**config.mk**
```make
export PLATFORM = sky130hd
export DESIGN_NAME = mem_arbiter
export DESIGN_NICKNAME = d
export VERILOG_FILES = /design/src/rtl/mem_pkg.sv /design/src/rtl/mem_arbiter_rr_arb2.sv /design/src/rtl/mem_arbiter.sv
export SDC_FILE = /design/constraint.sdc
export NUM_CORES = 1
export LEC_CHECK = 0
export CORE_MARGIN = 1
export CORE_UTILIZATION = 38
export DETAILED_ROUTE_END_ITERATION = 6
export PLACE_DENSITY = 0.84
export SLEW_MARGIN = 5
export SYNTH_ARGS = -nofsm -noshare
export SYNTH_HDL_FRONTEND = slang
export SYNTH_HIERARCHICAL = 1
export SYNTH_SLANG_ARGS = --single-unit
```
**constraint.sdc**
```tcl
create_clock -name clk -period 2.7 [get_ports clk]
set_clock_uncertainty 0.1 [all_clocks]
set_input_delay 0.54 -clock clk [delete_from_list [all_inputs] [get_ports clk]]
set_output_delay 0.54 -clock clk [all_outputs]
set_load 0.02 [all_outputs]
```
**src/rtl/mem_pkg.sv**
```systemverilog
// Shared types and defaults for the IFU/LSU single-port memory arbiter.
package mem_pkg;

    typedef enum logic [1:0] {IDLE, REQ, WAIT} state_e;
    typedef enum logic {OWN_IFU, OWN_LSU} owner_e;

    localparam logic [31:0] ERR_DATA_DEF = 32'hDEADBEEF;
    localparam int BYTE_W     = 8;
    localparam int MASK_W_DEF = 32 / BYTE_W;

endpackage

```
**src/rtl/mem_arbiter_rr_arb2.sv**
```systemverilog
// Two-way round-robin grant; bit 0 = IFU, bit 1 = LSU. Remembers the last winner.
module rr_arb2
    import mem_pkg::*;
(
    input  logic       clk,
    input  logic       rst,
    input  logic [1:0] req,
    input  logic       accept,
    output logic [1:0] gnt
);

    owner_e last_grant;

    always_comb begin
        gnt = req;
        // On conflict the side that did not win last time gets the grant.
        if (req == 2'b11) begin
            gnt = (last_grant == OWN_IFU) ? 2'b10 : 2'b01;
        end
    end

    always_ff @(posedge clk or negedge rst) begin
        if (!rst) begin
            last_grant <= OWN_IFU;
        end else if (accept) begin
            last_grant <= gnt[1] ? OWN_LSU : OWN_IFU;
        end
    end

endmodule

```
**src/rtl/mem_arbiter.sv**
```systemverilog
// Shares one SRAM-style memory port between fetch and load/store, one transaction
// in flight, with a response watchdog that returns ERR_DATA and sets a sticky err.
module mem_arbiter
    import mem_pkg::*;
#(
    parameter int              ADDR_W         = 32,
    parameter int              DATA_W         = 32,
    parameter int              TIMEOUT_CYCLES = 255,
    parameter logic [DATA_W-1:0] ERR_DATA     = ERR_DATA_DEF
) (
    input  logic                 clk,
    input  logic                 rst,
    input  logic                 ifu_req_valid,
    output logic                 ifu_req_ready,
    input  logic [ADDR_W-1:0]    ifu_addr,
    output logic                 ifu_rsp_valid,
    output logic [DATA_W-1:0]    ifu_rdata,
    input  logic                 lsu_req_valid,
    output logic                 lsu_req_ready,
    input  logic [ADDR_W-1:0]    lsu_addr,
    input  logic                 lsu_wen,
    input  logic [DATA_W-1:0]    lsu_wdata,
    input  logic [DATA_W/8-1:0]  lsu_wmask,
    output logic                 lsu_rsp_valid,
    output logic [DATA_W-1:0]    lsu_rdata,
    output logic                 mem_req_valid,
    input  logic                 mem_req_ready,
    output logic [ADDR_W-1:0]    mem_addr,
    output logic                 mem_wen,
    output logic [DATA_W-1:0]    mem_wdata,
    output logic [DATA_W/8-1:0]  mem_wmask,
    input  logic                 mem_rsp_valid,
    input  logic [DATA_W-1:0]    mem_rdata,
    output logic                 busy,
    output logic                 err,
    output state_e               dbg_state
);

    localparam int MASK_W = DATA_W / BYTE_W;
    localparam int CNT_W  = $clog2(TIMEOUT_CYCLES + 1);

    state_e           state;
    owner_e           owner;
    logic [CNT_W-1:0] wait_cnt;
    logic [1:0]       gnt;
    logic             accept;
    logic             timeout;
    logic             rsp_fire;
    logic [DATA_W-1:0] rsp_data;

    // Grants only exist in IDLE and never while reset is asserted.
    assign accept = (state == IDLE) && rst && (ifu_req_valid || lsu_req_valid);

    rr_arb2 u_rr (
        .clk    (clk),
        .rst    (rst),
        .req    ({lsu_req_valid, ifu_req_valid}),
        .accept (accept),
        .gnt    (gnt)
    );

    assign ifu_req_ready = accept && gnt[0];
    assign lsu_req_ready = accept && gnt[1];

    assign timeout  = (state == WAIT) && (wait_cnt == CNT_W'(TIMEOUT_CYCLES - 1));
    assign rsp_fire = (state == WAIT) && (mem_rsp_valid || timeout);
    assign rsp_data = mem_rsp_valid ? mem_rdata : ERR_DATA;

    assign ifu_rsp_valid = rsp_fire && (owner == OWN_IFU);
    assign lsu_rsp_valid = rsp_fire && (owner == OWN_LSU);
    assign ifu_rdata     = ifu_rsp_valid ? rsp_data : '0;
    assign lsu_rdata     = lsu_rsp_valid ? rsp_data : '0;

    assign mem_req_valid = (state == REQ);
    assign busy          = (state != IDLE);
    assign dbg_state     = state;

    always_ff @(posedge clk or negedge rst) begin
        if (!rst) begin
            state     <= IDLE;
            owner     <= OWN_IFU;
            mem_addr  <= '0;
            mem_wen   <= 1'b0;
            mem_wdata <= '0;
            mem_wmask <= '0;
            wait_cnt  <= '0;
            err       <= 1'b0;
        end else begin
            case (state)
                IDLE: begin
                    if (accept) begin
                        state <= REQ;
                        if (gnt[1]) begin
                            owner     <= OWN_LSU;
                            mem_addr  <= lsu_addr;
                            mem_wen   <= lsu_wen;
                            mem_wdata <= lsu_wdata;
                            mem_wmask <= lsu_wmask;
                        end else begin
                            owner     <= OWN_IFU;
                            mem_addr  <= ifu_addr;
                            mem_wen   <= 1'b0;
                            mem_wdata <= '0;
                            mem_wmask <= MASK_W'(0);
                        end
                    end
                end
                REQ: begin
                    if (mem_req_ready) begin
                        state    <= WAIT;
                        wait_cnt <= '0;
                    end
                end
                WAIT: begin
                    // A response arriving on the timeout cycle wins and leaves err alone.
                    if (mem_rsp_valid) begin
                        state <= IDLE;
                    end else if (timeout) begin
                        state <= IDLE;
                        err   <= 1'b1;
                    end else begin
                        wait_cnt <= wait_cnt + 1'b1;
                    end
                end
                default: state <= IDLE;
            endcase
        end
    end

endmodule

```
==> results of run 1 <==
==> layout by cell type, fill, tap and decap left out, types with 2 or more instances in the layout <==
cell type,count
clkdlybuf4s50_1,211
dfrtp_1,82
nand2_1,68
mux2_2,61
inv_1,42
mux2i_1,41
buf_4,41
a21oi_2,26
buf_2,25
a21oi_1,24
and2_1,20
dlygate4sd2_1,20
clkbuf_16,9
clkinv_2,4
mux2_1,4
nor2_1,3
and4_1,3
and3_1,3
nand3_1,3
o21ai_0,3
nand2b_1,2
o2111ai_1,2
clkinvlp_4,2
buf_12,2
==> cells by family after synthesis <==
logic type,count (synthesis)
flops,82
mux,107
compound gates,63
buf+inv,71
fa+ha+maj,2
simple gates,113
==> metal layers <==
metal  track usage [%]  vias to the layer above
met5                 0                        -
met4              7.84                        0
met3              7.11                       24
met2              43.5                      200
met1              24.5                     2011
li1                  -                     2037
==> registers in the layout (all words and copies together), names as in the netlist <==
register / count
mem_addr: 32
mem_wdata: 32
owner: 1
u_rr/last_grant: 1
err: 1
mem_wmask: 4
dbg_state: 2
mem_wen: 1
wait_cnt: 8
==> through the flow <==
| step | std cells | instance area (µm²) | worst slack, ns |
|---|---|---|---|
| 3_5_place_dp | 852 | 7540 | -0.337 |
| 4_1_cts | 869 | 7600 | -0.0622 |
| 6_report | 869 | 7660 | 0.0524 |
| 3_3_place_gp | 852 | 7540 | -0.291 |
| 5_1_grt | 869 | 7660 | -0.0411 |
| 2_1_floorplan | 438 | 4530 | 0.323 |
==> repair_timing <==
action / CTS / global route
setup endpoints to repair: 68 / 43
buffers inserted: 1 / 0
pin swaps: 1 / 0
hold endpoints to repair: 0 / 0
cloned: 0 / 0
resized for setup: 209 / 35
==> worst max path at each step <==
stage,from,endpoint,cells past startpoint
after floorplan,lsu_req_valid,lsu_req_ready,6
after global placement,mem_rsp_valid,ifu_rdata[18],5
after detailed placement,mem_rsp_valid,ifu_rdata[27],5
after CTS,wait_cnt[0],ifu_rdata[27],7
after global routing,wait_cnt[0],ifu_rdata[27],7
final,wait_cnt[0],ifu_rdata[27],7
==> power by group <==
part / switching (mW) / leakage [nW] / total, mW / internal [mW]
sequential: 0.322 / 1.03 / 2.09 / 1.77
clock: 0.497 / 0.142 / 1.21 / 0.714
combinational: 1.70 / 2.27 / 3.43 / 1.73
==> worst max-delay path: stages, from the launching register on <==
cell     delay [ns]
dfrtp_1        0.37
inv_1          0.06
ha_2           0.19
nand3_1        0.12
or3_4          0.36
buf_12         0.19
a21oi_1        0.19
buf_4          0.17
==> cell type report <==
type / instances / share of cell area, %
clock inverters: 7 / 0.898
inverters: 43 / 2.12
multi-input cells: 285 / 28.8
well taps: 143 / 2.34
repair buffers: 300 / 36.2
clock buffers: 9 / 2.94
flip-flops and latches: 82 / 26.8
==> results.toml, run 1 <==
[status]
status = "finished, violations left"
violations = "design-rule violations"

[critical_path]
crit_required_ns = 2.06
worst-r2r-cell-count = 5
timing.rr.start = "dbg_state[0]"
crit_type = "flip-flop to output pin"
path_max_fanout = 48
start_kind = "flip-flop"
crit_path_end_kind = "output pin"
r2r_slack_ns = 0.60
critPathArrivalTime_ns = 2.01
r2r_end = "mem_addr[28]"

[finish]
postLayoutCoreUtil_pct = 66.5
fillers = 934
final_nets = 862
syn2layout_area_growth_pct = 69.0
register_area_mm2 = 0.00205
multiInputGateArea_mm2 = 0.00220
antenna_cells = 0
drive_gt1_share_pct = 25.1

[route]
met2WireLength_um = 7310
drc = 40
detail_route.iter0.violations = 290
wl_met3_um = 1190
ant_nets = 0
viasPerCell = 4.92
wirelength_um = 13900
firstDrtPassIters = 6
vias = 4272
wl_met1_um = 5110
top_layer = "met4"
wire_per_inst_um = 16.0

[clock_network]
cts_buffers = 9
clockRootBuffer = "clkbuf_16"
clock_latency_ns = 0.33
clock_path_buffers = 2
htree_levels = 3
cts_sinks = 82
cts.reportedPaths.clkPinSlew_ns = 0.06
ctsHoldBuffers = 0
cts_tree = "done"

[timing]
maxSlewHeadroom_pct = 54.6
finalHoldViolations = 0
tightest_slew_ns = 0.681
rsz0062_at_grt = "yes"
max_freq_mhz = 378
tns_ns = 0
hold_slack_ns = 0.155
setup_viol = 0
fin_crit_ns = 2.65
drv_slew = 0
fin_crit_sh_pct = 98.1

[worst_hold_path]
hp-class = "input port to asynchronous set/reset pin"

[place]
dp_hpwl_um = 10700
place_congestion = 0.903
port_buffers = 280

[global_routing]
grt_pass1_vias = 4559
antenna_found_initial = 0
grt_overflow = 0
grtUsageTotal_pct = 23.2
grt_max_degree = 53
grt_first_pass_wirelength_um = 22700

[synthesis]
yosysSeqAreaShare_pct = 45.3
synth_compound_area_share_pct = 9.38
synth_commonest_cells = "dfrtp_1 (82), nand2_1 (68), mux2_2 (61)"
netlist_area_mm2 = 0.00453
yosysWarnings = 6
synth-edff-count = 0
async_flop_share_pct = 100
synthMuxAreaShare_pct = 25.5
synth_cells = 438
synth_top_family_by_area = "multiplexers"
synth_top_area_share_pct = 45.3
ys_types = 42
synthXorXnorAreaFrac_pct = 0
synth_nets = 579
synth_flop_cell = "dfrtp_1"
synthAdderAreaFrac_pct = 0.552
yosysMostFrequentCell = "dfrtp_1"
syn_area_per_cell_um2 = 10.3
synth-seq-cells = 82
synth_top_area_cell = "dfrtp_1"
synth_simple_gate_area_share_pct = 12.4
yosys-top-cells-area = "dfrtp_1 (45%), mux2_2 (15%), mux2i_1 (9.1%)"

[pwr]
p_per_area_mw_per_mm2 = 879
total_power_mw = 6.74
p_leak_nw = 3.45
ir_worst_vdd_mv = 0.646

[floorplan]
floorplan.die.width_um = 111
coreArea_mm2 = 0.0115
num_io_pins = 281
die_y_um = 111
start_util_pct = 39.4
die_area_mm2 = 0.0124
row_count = 39

[job]
drv_cap = 0
Power figures use the tool's default switching activity.
==> run 2, diff against run 1 <==
--- a/config.mk
+++ b/config.mk
@@ -5,10 +5,11 @@
 export SDC_FILE = /design/constraint.sdc
 export NUM_CORES = 1
 export LEC_CHECK = 0
+export ABC_AREA = 1
 export CORE_MARGIN = 1
-export CORE_UTILIZATION = 38
+export CORE_UTILIZATION = 36
 export DETAILED_ROUTE_END_ITERATION = 6
-export PLACE_DENSITY = 0.84
+export PLACE_DENSITY = 0.83
 export SLEW_MARGIN = 5
 export SYNTH_ARGS = -nofsm -noshare
 export SYNTH_HDL_FRONTEND = slang
==> run 2 against run 1 <==
Net effect: the flow now finishes without violations; sequential cell count stayed put; power is 4.4% lower; maximum frequency is 1.7% higher; combinational power is 6.4% lower; non-clock buffer count is 1 lower; die area is 1.2% lower; final area is 4.6% lower; first-iteration DRC count is 5.9% lower; clock power hardly changed; cell count is 15% higher; worst setup slack better by 0.044 ns; critical path type unchanged; critical endpoint is now lsu_rdata[7]; largest cell class unchanged.
==> results.toml, run 2 <==
[status]
status = "complete, no violations"

[place]
dp_hpwl_um = 10100
place_area_mm2 = 0.00718
port_buffers = 280
place_congestion = 0.837
dp_slack_ns = -0.114

[finish]
drive_gt1_share_pct = 14.0
final_common_cell = "clkdlybuf4s50_1"
final_nets = 990
most-common-layout-cells = "clkdlybuf4s50_1 (210), nand2_1 (201), dfrtp_1 (82)"
largestRegisters = "mem_addr (32), mem_wdata (32), wait_cnt (8)"
syn2layout_area_growth_pct = 72.3
final_cell_area_mm2 = 0.00731

[global_routing]
grt_overflow = 0
grt_max_degree = 59
grtUsageMet1_pct = 24.7
grt_first_pass_wirelength_um = 22000
antenna_found_initial = 1
grt_pass1_vias = 4432
use_met2_pct = 41.0
grtUsageTotal_pct = 22.4
use_met3_pct = 6.48
top_usage_layer = "met2"

[timing]
max_freq_mhz = 384
setup_viol = 0
fin_crit_ns = 2.60
rsz0062_at_grt = "yes"
fin_crit_sh_pct = 96.4
finalHoldViolations = 0
tightest_slew_ns = 0.575
drv_slew = 0
hold_slack_ns = 0.158
layout_setup_ws_ns = 0.0969
maxSlewHeadroom_pct = 61.6

[critical_path]
crit_type = "flip-flop to output pin"
start_kind = "flip-flop"
timing.rr.start = "dbg_state[1]"
critPathArrivalTime_ns = 1.96
r2r_slack_ns = 0.79
crit_required_ns = 2.06
crit_path_end_kind = "output pin"
r2r_end = "u_rr/last_grant"
path_max_fanout = 12
worst-r2r-cell-count = 9

[route]
firstDrtPassIters = 4
viasPerCell = 4.66
vias = 4647
wire_per_inst_um = 13.7
wirelength_um = 13700
detail_route.iter0.violations = 273
ant_nets = 0
drc = 0

[clock_network]
htree_levels = 3
clock_path_buffers = 2
clock_latency_ns = 0.33
cts_sinks = 82
cts_buffers = 9
cts.reportedPaths.clkPinSlew_ns = 0.06
cts_tree = "done"
clockRootBuffer = "clkbuf_16"
ctsHoldBuffers = 0

[synthesis]
synth-seq-cells = 82
yosysMostFrequentCell = "nand2_1"
synth_commonest_cells = "nand2_1 (202), dfrtp_1 (82), nor2_1 (74)"
yosysWarnings = 6
ys_types = 27
synth_top_area_cell = "dfrtp_1"
synth_cells = 570
synth_top_area_share_pct = 48.4
syn_area_per_cell_um2 = 7.44
synth_nets = 711
synth-edff-count = 0
yosys-top-cells-area = "dfrtp_1 (48%), nand2_1 (18%), nor2_1 (6.6%)"
netlist_area_mm2 = 0.00424
synth_flop_cell = "dfrtp_1"
yosysSeqAreaShare_pct = 48.4
async_flop_share_pct = 100

[job]
drv_cap = 0

[pwr]
p_leak_nw = 3.77
ir_worst_vdd_mv = 0.504
p_per_area_mw_per_mm2 = 881

[floorplan]
start_util_pct = 37.0
row_count = 39
floorplan.die.width_um = 111
die_area_mm2 = 0.0122
die_y_um = 111
num_io_pins = 281
coreArea_mm2 = 0.0115

[worst_hold_path]
hp-class = "input port to asynchronous set/reset pin"
run 2: cell types whose count changed after synthesis, sizes merged, moves of 3 or more:
| cell | change |
|---|---|
| nand2 | +139 |
| nor2 | +73 |
| mux2 | -66 |
| mux2i | -41 |
| o31ai | +33 |
| inv | +21 |
| and2 | -19 |
| nand3 | +7 |
| clkbuf | +4 |
| and3 | -3 |
| and4 | -3 |
| o21bai | +3 |
run 2: routing by layer:
metal  up-vias  part of all wire (%)
met5         -                     0
met2       193                    52
li1       2337                     -
met4         0                   1.9
met3        20                   7.4
met1      2097                    38
run 2: through the flow:
stage / TNS [ns] / instances / total power [mW] / utilization (%)
after detailed placement: -0.139 / 977 / 5.25 / 62.6
after global routing: -0.428 / 997 / 6.82 / 63.7
after CTS: -0.534 / 992 / 6.44 / 64.6
after floorplan: 0 / 570 / 3.57 / -
final: 0 / 997 / 6.44 / 63.7
after global placement: -0.0878 / 977 / 5.21 / 62.6
run 2: report_power, final:
part	internal (mW)	switching, mW	total, mW
Sequential	1.73	0.298	2.03
Combinational	1.46	1.75	3.21
Clock	0.738	0.465	1.20
Total	3.93	2.51	6.44
run 2: worst max path at each step:
stage / start / endpoint / slack (ns) / cells past startpoint
after global routing: wait_cnt[0] / lsu_rdata[2] / -0.05 / 10
after detailed placement: lsu_req_valid / ifu_req_ready / -0.11 / 6
after CTS: wait_cnt[0] / lsu_rdata[24] / -0.06 / 11
final: wait_cnt[0] / lsu_rdata[7] / 0.1 / 10
after global placement: lsu_req_valid / ifu_req_ready / -0.09 / 6
after floorplan: dbg_state[0] / lsu_rdata[10] / 0.52 / 8
run 2: cell families (layout without fill, tap and decap cells):
kind of cell,Yosys count,in the layout,synth area share (%)
XOR/XNOR,3,3,0.620
AO/OA/AOI/OAI,90,90,12.9
buffers and inverters,97,378,9.94
adder cells (fa/ha/maj),2,2,0.590
AND/OR/NAND/NOR,296,298,27.6
flip-flops,82,82,48.4
other,0,1,0
run 2: layout make-up:
type                       instances  area [µm²]
clock inverter                     4        52.6
clock buffer                      11         243
timing repair buffer             299        2700
multi-input combinational        393        1830
antenna                            1        2.50
sequential                        82        2050
fill                             998        4160
tap                              143         179
inverter                          64         253
run 2: timing repair:
item | CTS | global route
gates cloned | 0 | 2
setup buffers | 0 | 2
pin swaps | 0 | 1
endpoints found under the setup margin | 67 | 66
resized for setup | 81 | 165
run 2: worst max-delay path: stages, from the launching register on:
cell and delay (ns):
dfrtp_1 0.38, inv_1 0.08, ha_1 0.14, inv_1 0.05
nor2_4 0.12, nand3_2 0.12, nand2_4 0.18, buf_12 0.13
nand2_4 0.09, a21oi_1 0.16, clkbuf_2 0.19
